===== src/rtl/tape_fsk_player.sv =====
// tape_fsk_player: plays cassette bytes arriving from the UART as an MC-10 FSK
// tape waveform. Bytes are queued in a small FIFO and sent LSB-first. A '0'
// bit is one 1200 Hz cycle and a '1' bit is one 2400 Hz cycle. Each cycle is
// a high half followed by a low half.
//
// Ports:
//   clk          system clock (clk_50 domain)
//   reset        asynchronous, active-high reset
//   rx_data      byte from the UART receiver
//   rx_ready     one-cycle strobe, rx_data valid in that cycle
//   enable       playback permitted
//   clr_overflow one-cycle strobe that clears the sticky overflow flag
//   tape_out     registered FSK tape level (to the TAPE_IN synchronizer)
//   busy         high while a byte is being played (state != IDLE)
//   fifo_full    FIFO holds DEPTH bytes
//   overflow     sticky, set when an incoming byte is dropped
//   fifo_count   number of bytes currently queued
module tape_fsk_player #(
    parameter int unsigned HALF_0 = 20833,
    parameter int unsigned HALF_1 = 10417,
    parameter int unsigned DEPTH  = 16
) (
    input  logic                     clk,
    input  logic                     reset,
    input  logic [7:0]               rx_data,
    input  logic                     rx_ready,
    input  logic                     enable,
    input  logic                     clr_overflow,
    output logic                     tape_out,
    output logic                     busy,
    output logic                     fifo_full,
    output logic                     overflow,
    output logic [$clog2(DEPTH):0]   fifo_count
);

    localparam int unsigned AW   = $clog2(DEPTH);
    localparam int unsigned CW   = AW + 1;
    localparam int unsigned HMAX = (HALF_0 > HALF_1) ? HALF_0 : HALF_1;
    localparam int unsigned HCW  = $clog2(HMAX + 1);

    localparam logic [HCW-1:0] HC0  = HCW'(HALF_0 - 1);
    localparam logic [HCW-1:0] HC1  = HCW'(HALF_1 - 1);
    localparam logic [CW-1:0]  FULL = CW'(DEPTH);

    typedef enum logic [1:0] {
        IDLE = 2'd0,
        HIGH = 2'd1,
        LOW  = 2'd2
    } state_t;

    // ------------------------------------------------------------------
    // FIFO storage and bookkeeping
    // ------------------------------------------------------------------
    logic [7:0]    mem [DEPTH];
    logic [AW-1:0] wr_ptr;
    logic [AW-1:0] rd_ptr;
    logic [CW-1:0] count;
    logic [7:0]    head_c;

    logic          push_c;
    logic          drop_c;
    logic          can_pop_c;
    logic          pop_c;

    // ------------------------------------------------------------------
    // Player registers
    // ------------------------------------------------------------------
    state_t         state;
    state_t         state_d;
    logic [7:0]     sr;
    logic [7:0]     sr_d;
    logic [2:0]     bi;
    logic [2:0]     bi_d;
    logic [HCW-1:0] hc;
    logic [HCW-1:0] hc_d;
    logic           tape_d;

    // Full-FIFO writes are dropped outright; a same-cycle pop does not make room.
    assign push_c    = rx_ready && (count != FULL);
    assign drop_c    = rx_ready && (count == FULL);
    assign can_pop_c = enable && (count != '0);
    assign head_c    = mem[rd_ptr];

    // Half-period reload value for a given bit.
    function automatic logic [HCW-1:0] half_for(input logic b);
        return b ? HC1 : HC0;
    endfunction

    // Next-state and datapath decode for the bit serializer.
    always_comb begin
        state_d = state;
        sr_d    = sr;
        bi_d    = bi;
        hc_d    = hc;
        pop_c   = 1'b0;

        unique case (state)
            IDLE: begin
                if (can_pop_c) begin
                    pop_c   = 1'b1;
                    sr_d    = head_c;
                    bi_d    = 3'd0;
                    hc_d    = half_for(head_c[0]);
                    state_d = HIGH;
                end
            end

            HIGH: begin
                if (hc == '0) begin
                    hc_d    = half_for(sr[0]);
                    state_d = LOW;
                end else begin
                    hc_d = hc - HCW'(1);
                end
            end

            LOW: begin
                if (hc == '0) begin
                    if (bi != 3'd7) begin
                        sr_d    = {1'b0, sr[7:1]};
                        bi_d    = bi + 3'd1;
                        hc_d    = half_for(sr[1]);
                        state_d = HIGH;
                    end else if (can_pop_c) begin
                        // Chain straight into the next byte with no idle cycle.
                        pop_c   = 1'b1;
                        sr_d    = head_c;
                        bi_d    = 3'd0;
                        hc_d    = half_for(head_c[0]);
                        state_d = HIGH;
                    end else begin
                        state_d = IDLE;
                    end
                end else begin
                    hc_d = hc - HCW'(1);
                end
            end

            default: begin
                state_d = IDLE;
            end
        endcase

        tape_d = (state_d == HIGH);
    end

    // Player state register.
    always_ff @(posedge clk or posedge reset) begin
        if (reset) begin
            state    <= IDLE;
            sr       <= '0;
            bi       <= '0;
            hc       <= '0;
            tape_out <= 1'b0;
        end else begin
            state    <= state_d;
            sr       <= sr_d;
            bi       <= bi_d;
            hc       <= hc_d;
            tape_out <= tape_d;
        end
    end

    // FIFO pointers, occupancy and sticky overflow.
    always_ff @(posedge clk or posedge reset) begin
        if (reset) begin
            wr_ptr   <= '0;
            rd_ptr   <= '0;
            count    <= '0;
            overflow <= 1'b0;
        end else begin
            if (push_c) begin
                wr_ptr <= wr_ptr + AW'(1);
            end
            if (pop_c) begin
                rd_ptr <= rd_ptr + AW'(1);
            end

            unique case ({push_c, pop_c})
                2'b10:   count <= count + CW'(1);
                2'b01:   count <= count - CW'(1);
                default: count <= count;
            endcase

            // A drop in the same cycle as a clear keeps the flag set.
            if (drop_c) begin
                overflow <= 1'b1;
            end else if (clr_overflow) begin
                overflow <= 1'b0;
            end
        end
    end

    // FIFO data array; contents need no reset because count gates all reads.
    always_ff @(posedge clk) begin
        if (push_c) begin
            mem[wr_ptr] <= rx_data;
        end
    end

    assign fifo_count = count;
    assign fifo_full  = (count == FULL);
    assign busy       = (state != IDLE);

endmodule


===== config.mk =====
export PLATFORM = sky130hd
export DESIGN_NAME = tape_fsk_player
export DESIGN_NICKNAME = d
export VERILOG_FILES = /design/src/rtl/tape_fsk_player.sv
export SDC_FILE = /design/constraint.sdc
export NUM_CORES = 1
export LEC_CHECK = 0
export CORE_AREA = 4 4 118 120
export CTS_BUF_LIST = sky130_fd_sc_hd__clkbuf_4 sky130_fd_sc_hd__clkbuf_8
export CTS_CLUSTER_DIAMETER = 150
export DETAILED_ROUTE_END_ITERATION = 6
export DIE_AREA = 0 0 122 124
export PLACE_DENSITY_LB_ADDON = 0.25
export SLEW_MARGIN = 20
export SYNTH_ARGS = -nofsm -noshare
export SYNTH_HDL_FRONTEND = slang
export SYNTH_SLANG_ARGS = --single-unit

===== constraint.sdc =====
create_clock -name clk -period 4.1 [get_ports clk]
set_input_delay 1.025 -clock clk [delete_from_list [all_inputs] [get_ports clk]]
set_output_delay 1.025 -clock clk [all_outputs]
set_load 0.005 [all_outputs]

Yosys cells after proc, flatten, opt, wreduce, memory -nomap -nowiden. Memory sizes are Yosys's and may differ from the RTL's. Cells that the tools add are included.

$add $sub $neg: 6. Eq/ne operators: 9. Muxes and demuxes: 31. Reductions and logical operators: 12.

Operator list (count): 15-bit two-way mux (7); 15-bit one-hot mux with 3 select lines (1); 8-bit two-way mux (3); 8-bit one-hot mux with 2 select lines (1); 15-bit zero test (1); 15-bit by 1-bit subtractor with 15-bit output, second input constant (1); 5-bit one-hot mux with 2 select lines (1); 1-bit two-way mux (9); 3-bit two-way mux (3); 4-bit by 1-bit adder with 4-bit output, second input constant (2); 2-bit nonzero test (4); 2-bit by 1-bit == test with 1-bit output, second input constant (3); 2-bit two-way mux (3); 2-bit one-hot mux with 3 select lines (1); 3-bit one-hot mux with 2 select lines (1); 5-bit by 1-bit adder with 5-bit output, second input constant (1); 5-bit == test, second input constant (1); 5-bit != test, second input constant (1); 5-bit nonzero test (1); 5-bit by 1-bit subtractor with 5-bit output, second input constant (1); 2-bit == test, second input constant (2); 3-bit by 1-bit adder with 3-bit output, second input constant (1); 1-bit logical AND (3); 3-bit != test, second input constant (1); 5 further kinds (5).

Flip-flop bits (word level): 43. Memory bits (writable): 128. Input bits: 13. Output and inout port bits: 9. Logic and storage cells: 68. Memories kept: 1.

Memories: mem (words 16, bits a word 8, rd ports 1, clocked after Yosys merged registers in 0, write ports 1, line 54) `logic [7:0] mem [DEPTH];`.

Logic depth before layout (Yosys ltp). Gate-level depths: netlist of run 1.

Depth after elaboration: 8. Gate-level depth with buffers: 16. Gate-level depth less buffers: 15.

Worst setup path before layout of run 1. OpenSTA, ideal clock, no wires.

Kind: reg2reg. From: register hc[0]. To: register count[4], in the netlist fifo_count[4]. Library setup time: 126 ps. Arrival time: 3280 ps. Data required time: 3974 ps. Slack: 694 ps. Cell stages (with the launch flop): 17. Path buffers: 1. Clock period less this slack: 3406 ps. Path through: dfrtp_1 -> inv_1 -> ha_1 -> or4b_1 -> buf_2 -> nor4_4 -> a21oi_1 -> nor2_1 -> ha_1 -> inv_1 -> fa_1 -> inv_1 -> a21o_1 -> a21oi_1 -> xnor2_1 -> nor2_1 -> xor2_1.

Cells in the longest elaborated chain, start to end: 5. Elaborated cells between the ends (all ways): 7. Those cells by class: 2 x eq/ne; 3 x mux; 2 x reduce/logical.

Ends and longest elaborated chain: start, declared (line 74) `logic [HCW-1:0] hc;`; start signal, assigned (line 153) `hc <= '0;`; start signal, assigned (line 159) `hc <= hc_d;`; 15-bit zero test * (line 118) `if (hc == '0) begin`; 1-bit two-way mux * (line 118); 1-bit one-hot mux with 2 select lines * (line 97) `unique case (state)`; net pop_c (line 63) `logic pop_c;`; 2-bit by 1-bit == test with 1-bit output / 2-bit == test (equally long branches) (line 179) `unique case ({push_c, pop_c})`; 5-bit one-hot mux with 2 select lines / 2-bit nonzero test (equally long branches); end signal, assigned (line 180) `2'b10: count <= count + CW'(1);`; end signal, assigned (line 181) `2'b01: count <= count - CW'(1);`; end signal, assigned (line 182) `default: count <= count;`; end, declared (line 57) `logic [CW-1:0] count;`.

The timed path passes the listed nets; every way through them passes the cells marked *. A chain may end at the register's enable or synchronous reset.

Worst setup path after layout of run 1. Same ends and word-level chain as after synthesis.

==> results of run 1 <==
-- synthesized netlist by cell type, types with 5 or more instances --
master    count  share of area
nor3_1        8         0.0053
nand3_1       7         0.0046
o221a_2       6         0.0089
mux2_2        7          0.010
dfrtp_1      43           0.14
nor2_1       34          0.017
xnor2_1       8         0.0092
mux4_2       29          0.086
o21ai_0      32          0.021
nand2b_1      7         0.0058
edfxtp_1    128           0.51
clkbuf_1     13         0.0064
a21o_1        5         0.0049
a21oi_1      16          0.011
mux2i_1      14          0.018
ha_1         17          0.028
inv_1        19         0.0094
buf_2         5         0.0033
nand2_1      39          0.019
-- flip-flops by register name, indices dropped and copies added, names as in the netlist, 2 cells and up --
signal,count
hc,15
wr_ptr,4
mem,128
bi,3
state,2
fifo_count,5
rd_ptr,4
sr,8
-- stage by stage --
step           cells    util  instance area (sq um)  worst slack [ns]  hold WS (ns)
5_1_grt          747  0.6576                   8536            0.2752        0.5467
3_3_place_gp     715  0.6246                   8108            0.6272        0.4910
2_1_floorplan    517       -                   7600            0.6941        0.4677
4_1_cts          747  0.6576                   8536            0.4567        0.5201
6_report         747  0.6576                   8536            0.4482        0.5125
3_5_place_dp     715  0.6246                   8108            0.4788        0.5036
-- power by group through the flow --
| stage | Sequential, W | Combinational, W | Clock [W] |
|---|---|---|---|
| after floorplan | 0.00237 | 0.00183 | 0 |
| after global placement | 0.00252 | 0.00233 | 0 |
| after detailed placement | 0.00254 | 0.00240 | 0 |
| after CTS | 0.00251 | 0.00241 | 0.00124 |
| after global routing | 0.00255 | 0.00265 | 0.00131 |
| final | 0.00251 | 0.00241 | 0.00123 |
-- kinds of logic after synthesis --
family	count (synthesis)
buf+inv	41
fa+ha+maj	18
simple gates	120
compound gates	105
mux	50
xor+xnor	12
flops	171
-- layout make-up --
cell class	count	area share
flip-flops and latches	171	0.5765
multi-input cells	305	0.2943
repair buffers	44	0.04485
clock buffers	17	0.02741
well taps	176	0.02580
clock inverters	15	0.02272
inverters	19	0.008355
-- worst max-delay path, delay by kind of cell (launching register included) --
| family | cells | cell delay, ns |
|---|---|---|
| flip-flops | 1 | 0.42 |
| XOR/XNOR | 2 | 0.29 |
| adder cells (fa/ha/maj) | 3 | 0.85 |
| AO/OA/AOI/OAI | 3 | 0.26 |
| buffers and inverters | 5 | 0.61 |
| AND/OR/NAND/NOR | 4 | 1.13 |
-- layer usage --
| metal | track usage | wire [microns] |
|---|---|---|
| met1 | 0.2822 | 6415 |
| met2 | 0.3999 | 8363 |
| met3 | 0.05223 | 827 |
| met4 | 0.07563 | 306 |
| met5 | 0 | 0 |
-- worst max-delay path by stage --
| stage | endpoint |
|---|---|
| 2_1_floorplan | fifo_count[4] |
| 3_3_place_gp | fifo_count[4] |
| 3_5_place_dp | fifo_count[4] |
| 4_1_cts | fifo_count[4] |
| 5_1_grt | fifo_count[4] |
| 6_report | fifo_count[4] |
-- cell usage in the layout (no fill, tap or decap), types with 3 or more instances in the layout --
master           instances
a221o_1                  3
o21ai_1                  4
and2_1                   3
o21ai_0                 32
nand2_1                 39
a21o_1                   5
a22o_1                   4
xnor2_1                  8
mux2i_1                 14
or4_1                    3
nor2_1                  34
mux2_2                   7
o211ai_1                 4
a21oi_1                 16
nand3_1                  7
o41ai_1                  3
dfrtp_1                 42
clkinv_4                 3
nor4_1                   4
o221a_2                  6
buf_4                   23
nor3_1                   8
inv_1                   18
clkdlybuf4s50_1         21
ha_1                    17
o22ai_1                  3
mux4_2                  29
or3_1                    4
xor2_1                   4
nand2b_1                 7
clkbuf_8                17
edfxtp_1               128
clkinv_8                 4
==> out/results.txt, run 1 <==
dpl hpwl = 10850 microns
Die Height = 124 microns
crit path launch type = flip-flop
asr flop ratio synth = 0.2515
Post-CTS Setup Inserts = 0
layout cells sized above 1 = 0.1839
multiplexer share of the synthesized area = 0.1148
Fmax = 273.8 MHz
status = completed
clock share of power = 0.199
hold_sp = hc[10]
Worst Path Arrival = 4.03 ns
Top FF cell, synth = edfxtp_1
xor-xnor portion of the synthesized cell area = 0.01383
flop2flop setup slack = 0.45 ns
Clock Path Buffers = 2
Worst setup startpoint = hc[0]
crit share post-route = 0.8907
CTS tree = yes
vias per cell = 6.145
Mapped Area = 7600 sq um
Post-synth EDFFs = 128
setup TNS = 0 ns
Core Footprint = 12980 sq um
# diodes = 0
final hold violation count = 0
DRT Wirelength = 15910 microns
vias in the first global route = 4729
crit-path max FO = 9
P per Cell Area = 720.2 nW/um^2
vias = 4590
VDD IR max = 0.3782 mV
Mean Syn Cell Area = 14.70 sq um
Reg2Reg Depth = 17
Worst EP required = 4.47 ns
Root Buffer = clkbuf_8
FF+latch count, synth = 171
DIE AREA = 15130 sq um
die width = 122 microns
Gate Count Post-Synth = 517
max_slew headroom = 0.3862
DRC = 0
H-tree lvl count = 4
Psw = 0.002307 W
Comb pwr share = 0.392
worst skew pair latency = 0.45 ns
simple-gate portion of the synthesized area = 0.07639
area occupied by multi-input gates = 2512 sq um
register area = 4921 sq um
Netlist cell types = 57
RSZ-0062 raised after global routing = false
main combinational cell family by area after synthesis = multiplexers
crit path kind = flip-flop to flip-flop
GRT Util Overall = 0.2280
Worst Hold Class = flip-flop to flip-flop
CP most frequent cell = inv_1
# rows = 42
launch point of the worst reg-to-reg path = hc[0]
number of buffers added on ports = 21
crit path time final = 3.652 ns
WHS Endpoint = hc[10]
worst hold stages = 1
Mapped Nets = 548
CTS Buf Count = 17
hold_buf cts = 0
largest net degree at the start of global routing = 44
routability cong. = 0.9122
R2R Path End = fifo_count[4]
Crit path largest cell delay = 0.61 ns
Clock transition at path regs = 0.10 ns
sequential power share = 0.408
Final ANT Viol Nets = 0
max_cap viols = 0
Layout Skew = 0.01215 ns
initial antenna violation count = 0
post-cts resize count = 0
Net Sw Frac = 0.3752
Net count, final = 589
Layout area overhead = 12.31%
internal cell power = 0.003841 W
Yosys warnings = 0
DRT iter0 DRCs = 540
first-pass GRT wire length = 25520 microns
Synth Area in Adders = 0.03062
remaining global-route overflow = 0
Starting Density = 0.5855
Slowest cell on crit path = or4b_1
post-synthesis sequential area ratio = 0.6473
leak pwr = 3.097 nW
Slew Limit Fails = 0
Cell Chain, Critical Path = inv_1, ha_1, or4b_1, nor4_4, buf_4, a21oi_1, nor2_1, buf_4, ha_1, inv_1, fa_1, inv_1, a21o_1, a21oi_1, xnor2_1, nor2_1, xor2_1
1st-pass router iterations = 6
num ports = 22
WL/cell = 21.30 microns
post-synthesis compound-gate area fraction = 0.09500
Tot Pwr = 0.006148 W
worst-margin pin slew = 0.9208 ns
clock sink total = 171
# fillers = 928
critical path endpoint category = flip-flop
Setup violations, final = 0
Note: power is estimated with default switching activity, not from simulation.
==> inputs of run 2 (changes only) <==
SKIP_LAST_GASP = 1   (was unset)
==> results of run 2 <==
No change in the layout: final DEF, timing and power equal those of run 1.
